### src/rtl/transparency_fade_controller.sv
// transparency_fade_controller
// Walks the blend proportion one LSB per step toward a commanded target.
// Updates are taken only on frame_start, so each frame shows one proportion.
// Optional build macro TRANSPARENCY_FADE_RETARGET_EN: when defined, a new
// command can be accepted during a fade and retargets it from the current value.
module transparency_fade_controller #(
  parameter int TRANSPARENCY_PRECISION = 3,
  parameter int STEP_COUNT_WIDTH       = 8,
  parameter int RESET_PROPORTION       = 0
) (
  input  logic                              clk,
  input  logic                              rst,
  input  logic                              frame_start,
  input  logic                              cmd_valid,
  output logic                              cmd_ready,
  input  logic [TRANSPARENCY_PRECISION-1:0] cmd_target,
  input  logic [STEP_COUNT_WIDTH-1:0]       cmd_frames_per_step,
  output logic [TRANSPARENCY_PRECISION-1:0] src_a_proportion,
  output logic                              fade_busy,
  output logic                              fade_done
);

  localparam int P = TRANSPARENCY_PRECISION;
  localparam int S = STEP_COUNT_WIDTH;
  localparam logic [P-1:0] RESET_VAL = RESET_PROPORTION[P-1:0];
  localparam logic [P-1:0] PROP_ONE  = {{(P-1){1'b0}}, 1'b1};
  localparam logic [S-1:0] CNT_ONE   = {{(S-1){1'b0}}, 1'b1};
  localparam logic [S-1:0] CNT_ZERO  = '0;

  typedef enum logic [1:0] {
    IDLE = 2'd0,
    FADE = 2'd1,
    DONE = 2'd2
  } state_t;

  state_t         state_q, state_d;
  logic [P-1:0]   prop_q, prop_d;
  logic [P-1:0]   target_q, target_d;
  logic [S-1:0]   rate_q, rate_d;
  logic [S-1:0]   cnt_q, cnt_d;
  logic           cmd_accept;
  logic [P-1:0]   prop_step;
  logic           step_due;

  // Ready decode: IDLE always, FADE too when retargeting is built in
  always_comb begin
    cmd_ready = (state_q == IDLE);
`ifdef TRANSPARENCY_FADE_RETARGET_EN
    if (state_q == FADE) cmd_ready = 1'b1;
`endif
  end

  assign cmd_accept       = cmd_valid && cmd_ready;
  assign src_a_proportion = prop_q;
  assign fade_busy        = (state_q == FADE);
  assign fade_done        = (state_q == DONE);

  // Next one-LSB value toward the latched target; the compare keeps it from wrapping
  always_comb begin
    prop_step = prop_q;
    if (prop_q < target_q)      prop_step = prop_q + PROP_ONE;
    else if (prop_q > target_q) prop_step = prop_q - PROP_ONE;
    step_due = (cnt_q == (rate_q - CNT_ONE));
  end

  // Next-state, proportion, counter and command latch
  always_comb begin
    state_d  = state_q;
    prop_d   = prop_q;
    target_d = target_q;
    rate_d   = rate_q;
    cnt_d    = cnt_q;
    case (state_q)
      IDLE: begin
        if (cmd_accept) begin
          target_d = cmd_target;
          rate_d   = cmd_frames_per_step;
          cnt_d    = CNT_ZERO;
          state_d  = (cmd_target == prop_q) ? DONE : FADE;
        end
      end
      FADE: begin
`ifdef TRANSPARENCY_FADE_RETARGET_EN
        // A retarget takes priority; a frame pulse in the same cycle is dropped
        if (cmd_accept) begin
          target_d = cmd_target;
          rate_d   = cmd_frames_per_step;
          cnt_d    = CNT_ZERO;
          state_d  = (cmd_target == prop_q) ? DONE : FADE;
        end else
`endif
        if (frame_start) begin
          if (rate_q == CNT_ZERO) begin
            prop_d  = target_q;
            state_d = DONE;
          end else if (step_due) begin
            prop_d = prop_step;
            cnt_d  = CNT_ZERO;
            if (prop_step == target_q) state_d = DONE;
          end else begin
            cnt_d = cnt_q + CNT_ONE;
          end
        end
      end
      DONE: begin
        state_d = IDLE;
      end
      default: begin
        state_d = IDLE;
      end
    endcase
  end

  // Control state, output proportion and frame counter, cleared by async reset
  always_ff @(posedge clk or posedge rst) begin
    if (rst) begin
      state_q <= IDLE;
      prop_q  <= RESET_VAL;
      cnt_q   <= CNT_ZERO;
    end else begin
      state_q <= state_d;
      prop_q  <= prop_d;
      cnt_q   <= cnt_d;
    end
  end

  // Latched command fields; only read while a fade is in progress
  always_ff @(posedge clk) begin
    target_q <= target_d;
    rate_q   <= rate_d;
  end

endmodule

### config.mk
export PLATFORM = sky130hd
export DESIGN_NAME = transparency_fade_controller
export DESIGN_NICKNAME = d
export VERILOG_FILES = /design/src/rtl/transparency_fade_controller.sv
export SDC_FILE = /design/constraint.sdc
export NUM_CORES = 1
export LEC_CHECK = 0
export ABC_AREA = 1
export ABC_CLOCK_PERIOD_IN_PS = 2200
export CELL_PAD_IN_SITES_DETAIL_PLACEMENT = 1
export CELL_PAD_IN_SITES_GLOBAL_PLACEMENT = 1
export CORE_MARGIN = 2
export CORE_UTILIZATION = 40
export DETAILED_ROUTE_END_ITERATION = 6
export GPL_TIMING_DRIVEN = 0
export MAX_ROUTING_LAYER = met4
export PLACE_DENSITY = 0.89
export REMOVE_ABC_BUFFERS = 1
export SLEW_MARGIN = 20
export SYNTH_ARGS = -nofsm -noshare
export SYNTH_HDL_FRONTEND = slang
export SYNTH_SLANG_ARGS = --single-unit
### constraint.sdc
create_clock -name clk -period 2.2 [get_ports clk]
set_input_delay 0.22 -clock clk [delete_from_list [all_inputs] [get_ports clk]]
set_output_delay 0.22 -clock clk [all_outputs]
set_load 0.01 [all_outputs]
-- Yosys cells after proc, flatten, opt, wreduce, memory -nomap -nowiden
Index checks and enable logic that the tools add are counted.
- reductions and logical operators: 9
- add/subtract/negate cells: 4
- magnitude comparators: 2
- multiplexer cells: 16
- equal/unequal tests: 10
- operator list (kind ; count):
    8-bit two-way mux ; 4
    8-bit one-hot mux with 2 select lines ; 1
    2-bit two-way mux ; 6
    3-bit two-way mux ; 4
    8-bit by 1-bit adder with 8-bit output (second input constant) ; 1
    8-bit == test ; 1
    8-bit zero test ; 1
    4-bit AND reduction ; 2
    8-bit by 1-bit subtractor with 8-bit output (second input constant) ; 1
    3-bit == test ; 2
    3-bit by 1-bit inequality test with 1-bit output (second input constant) ; 2
    2-bit inequality test (second input constant) ; 2
    2-bit one-hot mux with 2 select lines ; 1
    2-bit nonzero test ; 2
    3-bit by 1-bit adder with 3-bit output (second input constant) ; 1
    3-bit greater-than comparator ; 1
    3-bit < comparator ; 1
    3-bit AND reduction ; 1
    3-bit by 1-bit subtractor with 3-bit output (second input constant) ; 1
    2-bit by 1-bit == test with 1-bit output (second input constant) ; 1
    2-bit == test (second input constant) ; 1
    2-bit zero test ; 1
    2-bit by 1-bit inequality test with 1-bit output (second input constant) ; 1
    2-bit AND reduction ; 1
    1-bit logical AND ; 1
- word-level logic and storage cells: 46
- bits of input ports: 15
- output and inout port bits: 6
- register bits after elaboration: 24

-- Longest topological paths before layout
Gate-level depths: netlist of the first run.
- depth after elaboration: 9
- depth in mapped cells: 15

-- Worst setup path after synthesis of the first run
OpenSTA, ideal clock, no wires.
- path type: reg-to-reg
- from: register prop_q[2], in the netlist src_a_proportion[2]
- to: register state_q[0]
- cell stages (with the launch flop): 14
- clock period less this slack: 1.845 ns
- slack: 0.355 ns
- required time: 2.083 ns
- library setup time: 0.117 ns
- arrival time: 1.728 ns
- cells stage by stage: dfrtp_1 -> ha_1 -> a21oi_2 -> nand2_1 -> nand2_1 -> nand3_1 -> nand2_1 -> nand2_1 -> nand2_1 -> nand3_1 -> nand2_1 -> nand3_1 -> nand2_1 -> nand2_1
- longest elaborated chain between the ends: 6
- elaborated cells on any way between the ends: 13
- those cells by class: 2 x add/sub; 2 x order compare; 3 x eq/ne; 5 x mux; 1 x reduce/logical
- ends and longest elaborated chain (item ; RTL line ; source):
    from (decl) ; 37 ; logic [P-1:0] prop_q, prop_d;
    from (signal assigned) ; 122 ; prop_q <= prop_d;
    3-bit by 1-bit subtractor with 3-bit output / 3-bit greater-than comparator (equally long branches) ; 62 ; else if (prop_q > target_q) prop_step = prop_q - PROP_ONE;
    3-bit two-way mux ; 62 ;
    3-bit two-way mux ; 61 ; if (prop_q < target_q) prop_step = prop_q + PROP_ONE;
    3-bit == test ; 99 ; if (prop_step == target_q) state_d = DONE;
    3-bit by 1-bit inequality test with 1-bit output (no line) ; n/a ;
    4-bit AND reduction (no line) ; n/a ;
    to (signal assigned) ; 121 ; state_q <= state_d;
    to (decl) ; 36 ; state_t state_q, state_d;
Parallel ways exist; a longest one is shown, timed or not. The select of a mux whose other input is x is not followed.
A chain may end at the register's enable or synchronous reset.

-- Worst setup path after layout of the first run
- from: register prop_q[0], in the netlist src_a_proportion[0]
- to: register state_q[0]
The elaborated chain is that of the path after synthesis.

==> run_results.csv, run 1 <==
group,metric,value,unit
status,status,"completed",
logic_synthesis,netlist_instances,213,
detailed_routing,route.detailed.drc,0,
grt,antenna_found_initial,0,
worst_setup_path,worstPathArrival,2.21,ns
logic_synthesis,synth_top_area_cell,"edfxtp_1",
place,gp_congestion,0.826,
timing,hold_viol,0,
logic_synthesis,yosysUniqueCellTypes,31,
clock_network,clkTransAtPathRegs,0.09,ns
die,die-area,4680,um2
logic_synthesis,synthFlopType,"dfrtp_1",
grt,grt-ovfl-total,0,
worst_setup_path,cp-end-kind,"register",
detailed_routing,drt-total-wl,4150,um
finish,final_cell_mix,"nand2_1 (50), inv_1 (29), nand3_1 (25)",
place,dp_slack,0.104,ns
finish,layout.cells.most_common,"nand2_1",
logic_synthesis,syn_area,1660,um2
clock_network,insertion_delay,0.27,ns
logic_synthesis,synth_top_family_by_area,"simple AND/OR/NAND/NOR gates",
detailed_routing,viasPerCell,5.05,
finish,synthToLayoutAreaGrowth,22.7,%
grt,grt_pass1_vias,1552,
timing,setup_slack,0.156,ns
die,die_height,68.4,um
clock_network,numCtsBuffers,3,
die,start_util,0.415,
timing,setup_viol,0,
place,io_buffers,20,
detailed_routing,vias,1470,
logic_synthesis,synth_area_leaders,"edfxtp_1 (20%), dfrtp_1 (20%), nand2_1 (12%)",
run,drv_cap,0,
finish,drive_above_1_share,0.170,
finish,antennaDiodeCount,0,
logic_synthesis,ys_seq_area_frac,0.395,
logic_synthesis,synth_compound_area_frac,0.0701,
grt,grt_pass1_wl,6760,um
die,rows,23,
logic_synthesis,yosysWarnings,0,
clock_network,cts_max_level,1,
logic_synthesis,synth_edf_count,11,
timing,slew_viol_final,0,
detailed_routing,postRouteAntennaNets,0,
clock_network,root_buffer,"clkbuf_8",
logic_synthesis,ys_ff_latch,24,
die,io_pins,21,
die,core_area,4000,um2
clock_network,cts_tree,"yes",
grt,grt_use_total,0.202,
timing,max_freq,489,MHz
worst_hold_path,hold_path_class,"primary input to asynchronous set/reset pin",
finish,fin_util,0.509,
grt,grt_max_degree,14,
logic_synthesis,synth-xor-area-share,0.0633,
timing,relSlewSlack,0.557,
timing,finClkSkew,0.00578,ns
worst_setup_path,cp.required,2.37,ns
detailed_routing,dr.pass1.iters,4,
die,die_x,68.4,um
timing,fin_crit_sh,0.929,
power,peakVddDrop,0.465,mV
logic_synthesis,synth-adder-area-share,0.0603,
logic_synthesis,yosysTopAreaCellShare,0.199,
finish,nets,265,
timing,post-route-min-period,2.04,ns
worst_setup_path,crit_fanout,6,
worst_setup_path,start_kind,"register",
clock_network,clock_path_buffers,2,
logic_synthesis,synth-async-reset-ratio,0.542,
detailed_routing,drt_iter0_drc,37,
timing,worstMarginPinSlew,0.664,ns
clock_network,holdBufCountCts,0,
power,power.leakage,0.928,nW
logic_synthesis,synthSimpleGateAreaFrac,0.321,
place,dp_hpwl,3170,um
worst_setup_path,crit_type,"register to register",
clock_network,clock_sinks,24,
detailed_routing,wl_per_cell,14.3,um
power,p_per_area,959,nW/um2
logic_synthesis,synth.avg_cell_area,7.79,um2
logic_synthesis,synthMuxAreaShare,0,
sequential cells by signal (all words and copies together), names as in the netlist:
| register | flops |
|---|---|
| target_q | 3 |
| src_a_proportion | 3 |
| rate_q | 8 |
| cnt_q | 8 |
| state_q | 2 |
layout make-up:
| type | instances | area, um2 |
|---|---|---|
| fill | 499 | 1960 |
| multi-input combinational | 151 | 881 |
| sequential | 24 | 658 |
| timing repair buffer | 24 | 230 |
| inverter | 38 | 149 |
| tap | 50 | 62.6 |
| clock buffer | 4 | 55.1 |
critical path, stage by stage (launching register included):
cell,delay (ns)
dfrtp_2,0.42
inv_1,0.11
ha_1,0.30
nand3_1,0.13
nand2_1,0.14
inv_1,0.05
nand2_1,0.06
nand3_1,0.09
nand2_1,0.12
nand2_1,0.07
nand2_1,0.07
nand3_1,0.08
nand2_1,0.09
nand3_1,0.10
nand2_1,0.07
nand2_1,0.05
cell usage after synthesis (2+ instances only):
cell type,instances
nand2_1,51
inv_1,31
nand3_1,25
nor2_1,18
dfrtp_1,13
edfxtp_1,11
xor2_1,10
ha_1,8
o21ai_1,6
nor2_2,5
inv_2,4
nand2_2,3
nand2_4,3
o21ai_0,3
a21oi_1,2
inv_4,2
nand3_2,2
nor3_1,2
xnor2_1,2
layer usage:
metal / global-route usage / share of wire / vias to the layer above
li1: - / - / 735
met1: 0.253 / 0.46 / 714
met2: 0.345 / 0.51 / 19
met3: 0.0247 / 0.024 / 2
met4: 0.0525 / 0.0063 / 0
met5: - / 0 / -
repair_timing:
item / 4_1_cts / 5_1_grt
setup endpoints to repair: 0 / 11
setup buffers: 0 / 4
endpoints found under the hold margin: 0 / 0
gates resized for setup: 0 / 8
through the flow:
step	TNS, ns	power, W	cells	instance area (um2)	hold WS, ns
floorplan	0	0.00131	213	1660	0.0970
global placement	0	0.00156	283	1920	0.545
detailed placement	0	0.00161	283	1920	0.556
CTS	0	0.00192	287	1980	0.310
global route	-0.0544	0.00212	291	2040	0.355
finish	0	0.00195	291	2040	0.280
cells by family (layout without fill, tap and decap cells):
| logic type | after synthesis | count (layout) |
|---|---|---|
| adder cells (fa/ha/maj) | 8 | 8 |
| buffers and inverters | 38 | 66 |
| AND/OR/NAND/NOR | 113 | 113 |
| AO/OA/AOI/OAI | 18 | 18 |
| XOR/XNOR | 12 | 12 |
| flip-flops | 24 | 24 |
power breakdown:
group / switching [W] / total, W / internal [W]
Sequential: 0.0000909 / 0.000676 / 0.000585
Combinational: 0.000608 / 0.000971 / 0.000364
Clock: 0.000145 / 0.000305 / 0.000160
final timing paths:
kind                                                      start                              end  slack (ns)  depth (start not counted)
worst max-delay path            src_a_proportion[0]$_DFFE_PP0P_           state_q[0]$_DFFE_PP0P_        0.16                         15
worst min-delay path                                        rst           state_q[0]$_DFFE_PP0P_        0.28                          2
worst max register to register  src_a_proportion[0]$_DFFE_PP0P_           state_q[0]$_DFFE_PP0P_        0.16                         15
worst min register to register           state_q[0]$_DFFE_PP0P_           state_q[0]$_DFFE_PP0P_        0.58                          2
max in group asynchronous                                   rst  src_a_proportion[2]$_DFFE_PP0P_        1.53                          2
min in group clk                         cmd_frames_per_step[0]              rate_q[0]$_DFFE_PP_        0.51                          1
Note: power is estimated with default switching activity, not from simulation.
==> inputs of run 2 (changes only) <==
--- a/config.mk
+++ b/config.mk
@@ -6,7 +6,7 @@
 export NUM_CORES = 1
 export LEC_CHECK = 0
 export ABC_AREA = 1
-export ABC_CLOCK_PERIOD_IN_PS = 2200
+export ABC_CLOCK_PERIOD_IN_PS = 2000
 export CELL_PAD_IN_SITES_DETAIL_PLACEMENT = 1
 export CELL_PAD_IN_SITES_GLOBAL_PLACEMENT = 1
 export CORE_MARGIN = 2
==> constraint.sdc (replaced) <==
create_clock -name clk -period 2 [get_ports clk]
set_input_delay 0.2 -clock clk [delete_from_list [all_inputs] [get_ports clk]]
set_output_delay 0.2 -clock clk [all_outputs]
set_load 0.01 [all_outputs]
==> run_results.csv, run 2 (synthesis gave the netlist of run 1 again) <==
group,metric,value,unit
power,peakVddDrop,0.513,mV
worst_setup_path,critPathBufInv,1,
finish,antennaDiodeCount,0,
worst_setup_path,path_common_cell,"nand2_1",
die,die_height,68.4,um
detailed_routing,vias,1503,
worst_setup_path,path_cells,"inv_2 -> ha_4 -> a21oi_4 -> nand2_4 -> nand2_2 -> nand3_2 -> nand2_1 -> nand2_1 -> nand2_1 -> nand3_2 -> nand2_2 -> nand3_2 -> nand2_1 -> nand2_1",
die,start_util,0.415,
worst_setup_path,cp-end-kind,"register",
grt,grt-ovfl-total,0,
worst_setup_path,cp.required,2.17,ns
worst_setup_path,crit_family,"simple AND/OR/NAND/NOR gates",
grt,grt_pass1_wl,6910,um
timing,hold_viol,0,
grt,grt_max_degree,14,
run,drv_cap,0,
place,dp_cells,283,
finish,final_cell_mix,"nand2_1 (40), inv_1 (27), clkdlybuf4s50_1 (20)",
detailed_routing,route.detailed.drc,0,
detailed_routing,wl_per_cell,15.1,um
worst_setup_path,crit_fanout,7,
worst_setup_path,critical_path.slowest_cell,"edfxtp_1",
worst_setup_path,start_kind,"register",
clock_network,clock_sinks,24,
die,die-area,4680,um2
worst_setup_path,regToRegEndpoint,"state_q[0]$_DFFE_PP0P_",
detailed_routing,drt_iter0_drc,41,
timing,slew_viol_final,0,
finish,layout.cells.most_common,"nand2_1",
power,combinationalPowerShare,0.535,
worst_setup_path,worstPathArrival,2.11,ns
timing,fin_crit_sh,0.972,
die,rows,23,
timing,max_freq,514,MHz
grt,grt_use_met2,0.353,
clock_network,cts_max_level,1,
grt,grt_use_total,0.206,
clock_network,clock_path_buffers,2,
power,p_sw_frac,0.443,
timing,rsz0062_at_grt,"true",
detailed_routing,postRouteAntennaNets,0,
worst_setup_path,r2r_cells,14,
finish,instances_no_fill,296,
power,power.leakage,0.971,nW
timing,worstMarginPinSlew,0.669,ns
detailed_routing,dr.pass1.iters,4,
finish,synthToLayoutAreaGrowth,33.1,%
timing,hold_ws,0.262,ns
power,power_frac_seq,0.321,
worst_setup_path,ff2ff_setup_slack,0.06,ns
finish,reg_top3,"cnt_q x8, rate_q x8",
clock_network,cts_tree,"yes",
power,p_sw,0.00104,W
grt,top_usage_layer,"met2",
place,gp_congestion,0.826,
finish,final_area,2210,um2
die,io_pins,21,
timing,finClkSkew,0.00645,ns
timing,relSlewSlack,0.554,
place,dp_hpwl,3170,um
status,status,"completed",
place,place_area,1920,um2
finish,drive_above_1_share,0.297,
grt,gr-usage-met1,0.258,
die,core_area,4000,um2
power,p_int,0.00130,W
finish,nets,270,
power,p_per_area,1060,nW/um2
timing,post-route-min-period,1.94,ns
clock_network,numCtsBuffers,3,
place,io_buffers,20,
clock_network,holdBufCountCts,0,
worst_setup_path,r2r-start,"target_q[2]$_DFFE_PP_",
detailed_routing,drt-total-wl,4460,um
grt,grt.met3_usage,0.0247,
grt,grt_pass1_vias,1572,
power,clkPwrFrac,0.144,
grt,antenna_found_initial,0,
worst_setup_path,cpPeakStageDelay,0.43,ns
die,die_x,68.4,um
timing,setup_viol,0,
worst_setup_path,crit_type,"register to register",
clock_network,root_buffer,"clkbuf_8",
clock_network,insertion_delay,0.27,ns
clock_network,clkTransAtPathRegs,0.09,ns
detailed_routing,viasPerCell,5.08,
worst_hold_path,hold_path_class,"primary input to asynchronous set/reset pin",
run 2: cell count changes in the layout (fill, tap and decap cells not counted), sizes merged:
cell,previous run,this run
buf,4,9
run 2: metal layers:
metal,part of all wire,wire (um),vias to the layer above
met1,0.44,1950,729
met5,0,0,-
li1,-,-,745
met3,0.024,109,6
met4,0.0094,42,0
met2,0.53,2350,23
run 2: through the flow:
stage	total power, W	util	setup TNS (ns)	worst slack (ns)
final	0.00234	0.552	0	0.0551
after global routing	0.00252	0.552	-0.237	-0.126
after CTS	0.00213	0.498	-0.0177	-0.0177
after detailed placement	0.00177	0.480	-0.846	-0.0964
after global placement	0.00172	0.480	-0.0312	-0.0312
after floorplan	0.00144	-	0	0.155
run 2: repair_timing:
item / 4_1_cts / 5_1_grt
pin swaps: 2 / 12
setup buffers: 0 / 9
gates resized for setup: 6 / 36
cloned: 0 / 0
endpoints found under the setup margin: 11 / 11
run 2: power groups by stage:
stage	Sequential, W	Combinational [W]	Clock, W
finish	0.000751	0.00125	0.000337
global route	0.000770	0.00139	0.000362
CTS	0.000748	0.00104	0.000339
detailed placement	0.000754	0.00102	0
global placement	0.000751	0.000965	0
floorplan	0.000728	0.000710	0
run 2: worst max-delay path by stage:
stage,from,to,slack (ns),cells past startpoint
6_report,target_q[2]$_DFFE_PP_,state_q[0]$_DFFE_PP0P_,0.06,14
5_1_grt,target_q[2]$_DFFE_PP_,state_q[0]$_DFFE_PP0P_,-0.13,14
4_1_cts,src_a_proportion[2]$_DFFE_PP0P_,state_q[0]$_DFFE_PP0P_,-0.02,13
3_5_place_dp,src_a_proportion[2]$_DFFE_PP0P_,state_q[0]$_DFFE_PP0P_,-0.1,13
3_3_place_gp,src_a_proportion[2]$_DFFE_PP0P_,state_q[0]$_DFFE_PP0P_,-0.03,13
2_1_floorplan,src_a_proportion[2]$_DFFE_PP0P_,state_q[0]$_DFFE_PP0P_,0.15,13
run 2: cell type report:
cell class | instances | area [um2]
fill | 482 | 1790
clock buffer | 4 | 55.1
inverter | 38 | 149
sequential | 24 | 659
multi-input combinational | 151 | 1010
timing repair buffer | 29 | 268
tap | 50 | 62.6
==> inputs of run 3 (changes only) <==
--- a/config.mk
+++ b/config.mk
@@ -9,7 +9,6 @@
 export ABC_CLOCK_PERIOD_IN_PS = 2000
 export CELL_PAD_IN_SITES_DETAIL_PLACEMENT = 1
 export CELL_PAD_IN_SITES_GLOBAL_PLACEMENT = 1
-export CORE_MARGIN = 2
 export CORE_UTILIZATION = 40
 export DETAILED_ROUTE_END_ITERATION = 6
 export GPL_TIMING_DRIVEN = 0
==> run_results.csv, run 3 (synthesis gave the netlist of run 1 again) <==
group,metric,value,unit
place,dp_cells,283,
worst_setup_path,cpPeakStageDelay,0.44,ns
finish,nets,274,
worst_setup_path,critical_path.slowest_cell,"dfrtp_1",
worst_setup_path,r2r-start,"src_a_proportion[1]$_DFFE_PP0P_",
clock_network,numCtsBuffers,3,
run,drv_cap,0,
finish,instances_no_fill,300,
clock_network,insertion_delay,0.27,ns
place,dp_slack,-0.110,ns
die,rows,23,
timing,setup_slack,0.0391,ns
clock_network,cts_tree,"yes",
timing,slew_viol_final,0,
worst_setup_path,crit_type,"register to register",
detailed_routing,dr.pass1.iters,4,
clock_network,clock_sinks,24,
grt,antenna_found_initial,0,
die,core_area,4000,um2
timing,finClkSkew,0.00431,ns
finish,final_area,2200,um2
worst_setup_path,start_kind,"register",
clock_network,cts_max_level,1,
finish,synthToLayoutAreaGrowth,32.7,%
worst_setup_path,path_common_cell,"nand2_1",
grt,grt-ovfl-total,0,
power,power,0.00240,W
worst_hold_path,hold_path_class,"primary input to asynchronous set/reset pin",
clock_network,clkTransAtPathRegs,0.09,ns
timing,fin_crit_sh,0.980,
worst_setup_path,crit_family,"simple AND/OR/NAND/NOR gates",
die,die-area,4410,um2
grt,grt_use_total,0.210,
finish,fill_cells,494,
place,dp_hpwl,3030,um
detailed_routing,drt_iter0_drc,33,
timing,hold_viol,0,
detailed_routing,postRouteAntennaNets,0,
finish,layout.cells.most_common,"nand2_1",
grt,grt.met3_usage,0.0241,
place,place_area,1920,um2
power,power.leakage,0.986,nW
worst_setup_path,crit_fanout,6,
finish,final_cell_mix,"nand2_1 (44), inv_1 (25), nand3_1 (20), clkdlybuf4s50_1 (20), nor2_1 (15)",
detailed_routing,route.detailed.drc,0,
timing,worstMarginPinSlew,0.676,ns
worst_setup_path,cp.required,2.16,ns
grt,grt_use_met2,0.364,
grt,grt_pass1_vias,1464,
power,peakVddDrop,0.700,mV
worst_setup_path,critPathLaunch,"src_a_proportion[1]$_DFFE_PP0P_",
die,start_util,0.415,
worst_setup_path,critPathBufInv,1,
power,p_per_area,1090,nW/um2
grt,grt_max_degree,14,
clock_network,root_buffer,"clkbuf_8",
finish,antennaDiodeCount,0,
worst_setup_path,cp-end-kind,"register",
detailed_routing,drt-total-wl,5020,um
worst_setup_path,path_cells,"ha_1 -> nand3_2 -> nand2_2 -> buf_4 -> o21ai_2 -> nand2_1 -> nand2_1 -> nand3_1 -> nand2_2 -> nand3_2 -> nand2_1 -> nand2_1",
finish,reg_top3,"cnt_q x8, rate_q x8",
timing,max_freq,510,MHz
clock_network,clock_path_buffers,2,
detailed_routing,vias,1542,
finish,fin_util,0.550,
grt,top_usage_layer,"met2",
detailed_routing,viasPerCell,5.14,
die,die_x,66.4,um
detailed_routing,wl_per_cell,16.7,um
finish,drive_above_1_share,0.276,
die,io_pins,21,
grt,gr-usage-met1,0.262,
die,die_height,66.4,um
timing,setup_viol,0,
status,status,"completed",
place,io_buffers,20,
grt,grt_pass1_wl,6730,um
timing,relSlewSlack,0.549,
worst_setup_path,worstPathArrival,2.12,ns
place,gp_congestion,0.781,
timing,rsz0062_at_grt,"true",
timing,post-route-min-period,1.96,ns
## run 3: changes by cell type in the layout (fill, tap and decap cells not counted), sizes merged
cell	before	now
buf	9	13
## run 3: worst reg2reg max path, stage by stage, from the launching register on
cell     delay [ns]
dfrtp_1        0.44
ha_1           0.37
nand3_2        0.12
nand2_2        0.11
buf_4          0.16
o21ai_2        0.13
nand2_1        0.07
nand2_1        0.06
nand3_1        0.11
nand2_2        0.10
nand3_2        0.07
nand2_1        0.06
nand2_1        0.05
## run 3: power by group
group,switching [W],total (W),leakage (nW),internal [W]
clock network,0.000164,0.000340,0.0288,0.000176
registers,0.000112,0.000756,0.278,0.000644
logic,0.000789,0.00131,0.679,0.000517
## run 3: stage by stage
step	setup TNS, ns	hold WS (ns)
floorplan	0	0.0770
detailed placement	-0.447	0.557
global placement	-0.0381	0.545
finish	0	0.263
CTS	0	0.280
global route	-0.289	0.312
## run 3: per-layer routing
layer | up-vias | routed length, um
met2 | 31 | 2740
met5 | - | 0
met3 | 8 | 107
met4 | 0 | 78
met1 | 753 | 2100
li1 | 750 | -
## run 3: area by class of cell
type | instances | area, um2 | share of cell area
Clock buffer | 4 | 55.1 | 0.0250
Inverter | 38 | 149 | 0.0677
Multi-Input combinational cell | 151 | 978 | 0.445
Sequential cell | 24 | 658 | 0.299
Tap cell | 50 | 62.6 | 0.0284
Timing Repair Buffer | 33 | 298 | 0.135
## run 3: final timing paths
kind / end / slack (ns) / cells past startpoint
worst min register to register: state_q[0]$_DFFE_PP0P_ / 0.58 / 2
worst min-delay path: src_a_proportion[1]$_DFFE_PP0P_ / 0.26 / 2
worst max-delay path: state_q[0]$_DFFE_PP0P_ / 0.04 / 12
max in group asynchronous: src_a_proportion[2]$_DFFE_PP0P_ / 1.36 / 2
worst max register to register: state_q[0]$_DFFE_PP0P_ / 0.04 / 12
min in group clk: rate_q[4]$_DFFE_PP_ / 0.49 / 1
## run 3: repair_timing
action                                  CTS  global route
gates resized for setup                   4            29
setup buffers                             3            10
endpoints found under the setup margin    8            13
pin swaps                                 2            10
hold buffers                              0             0
cloned                                    0             0
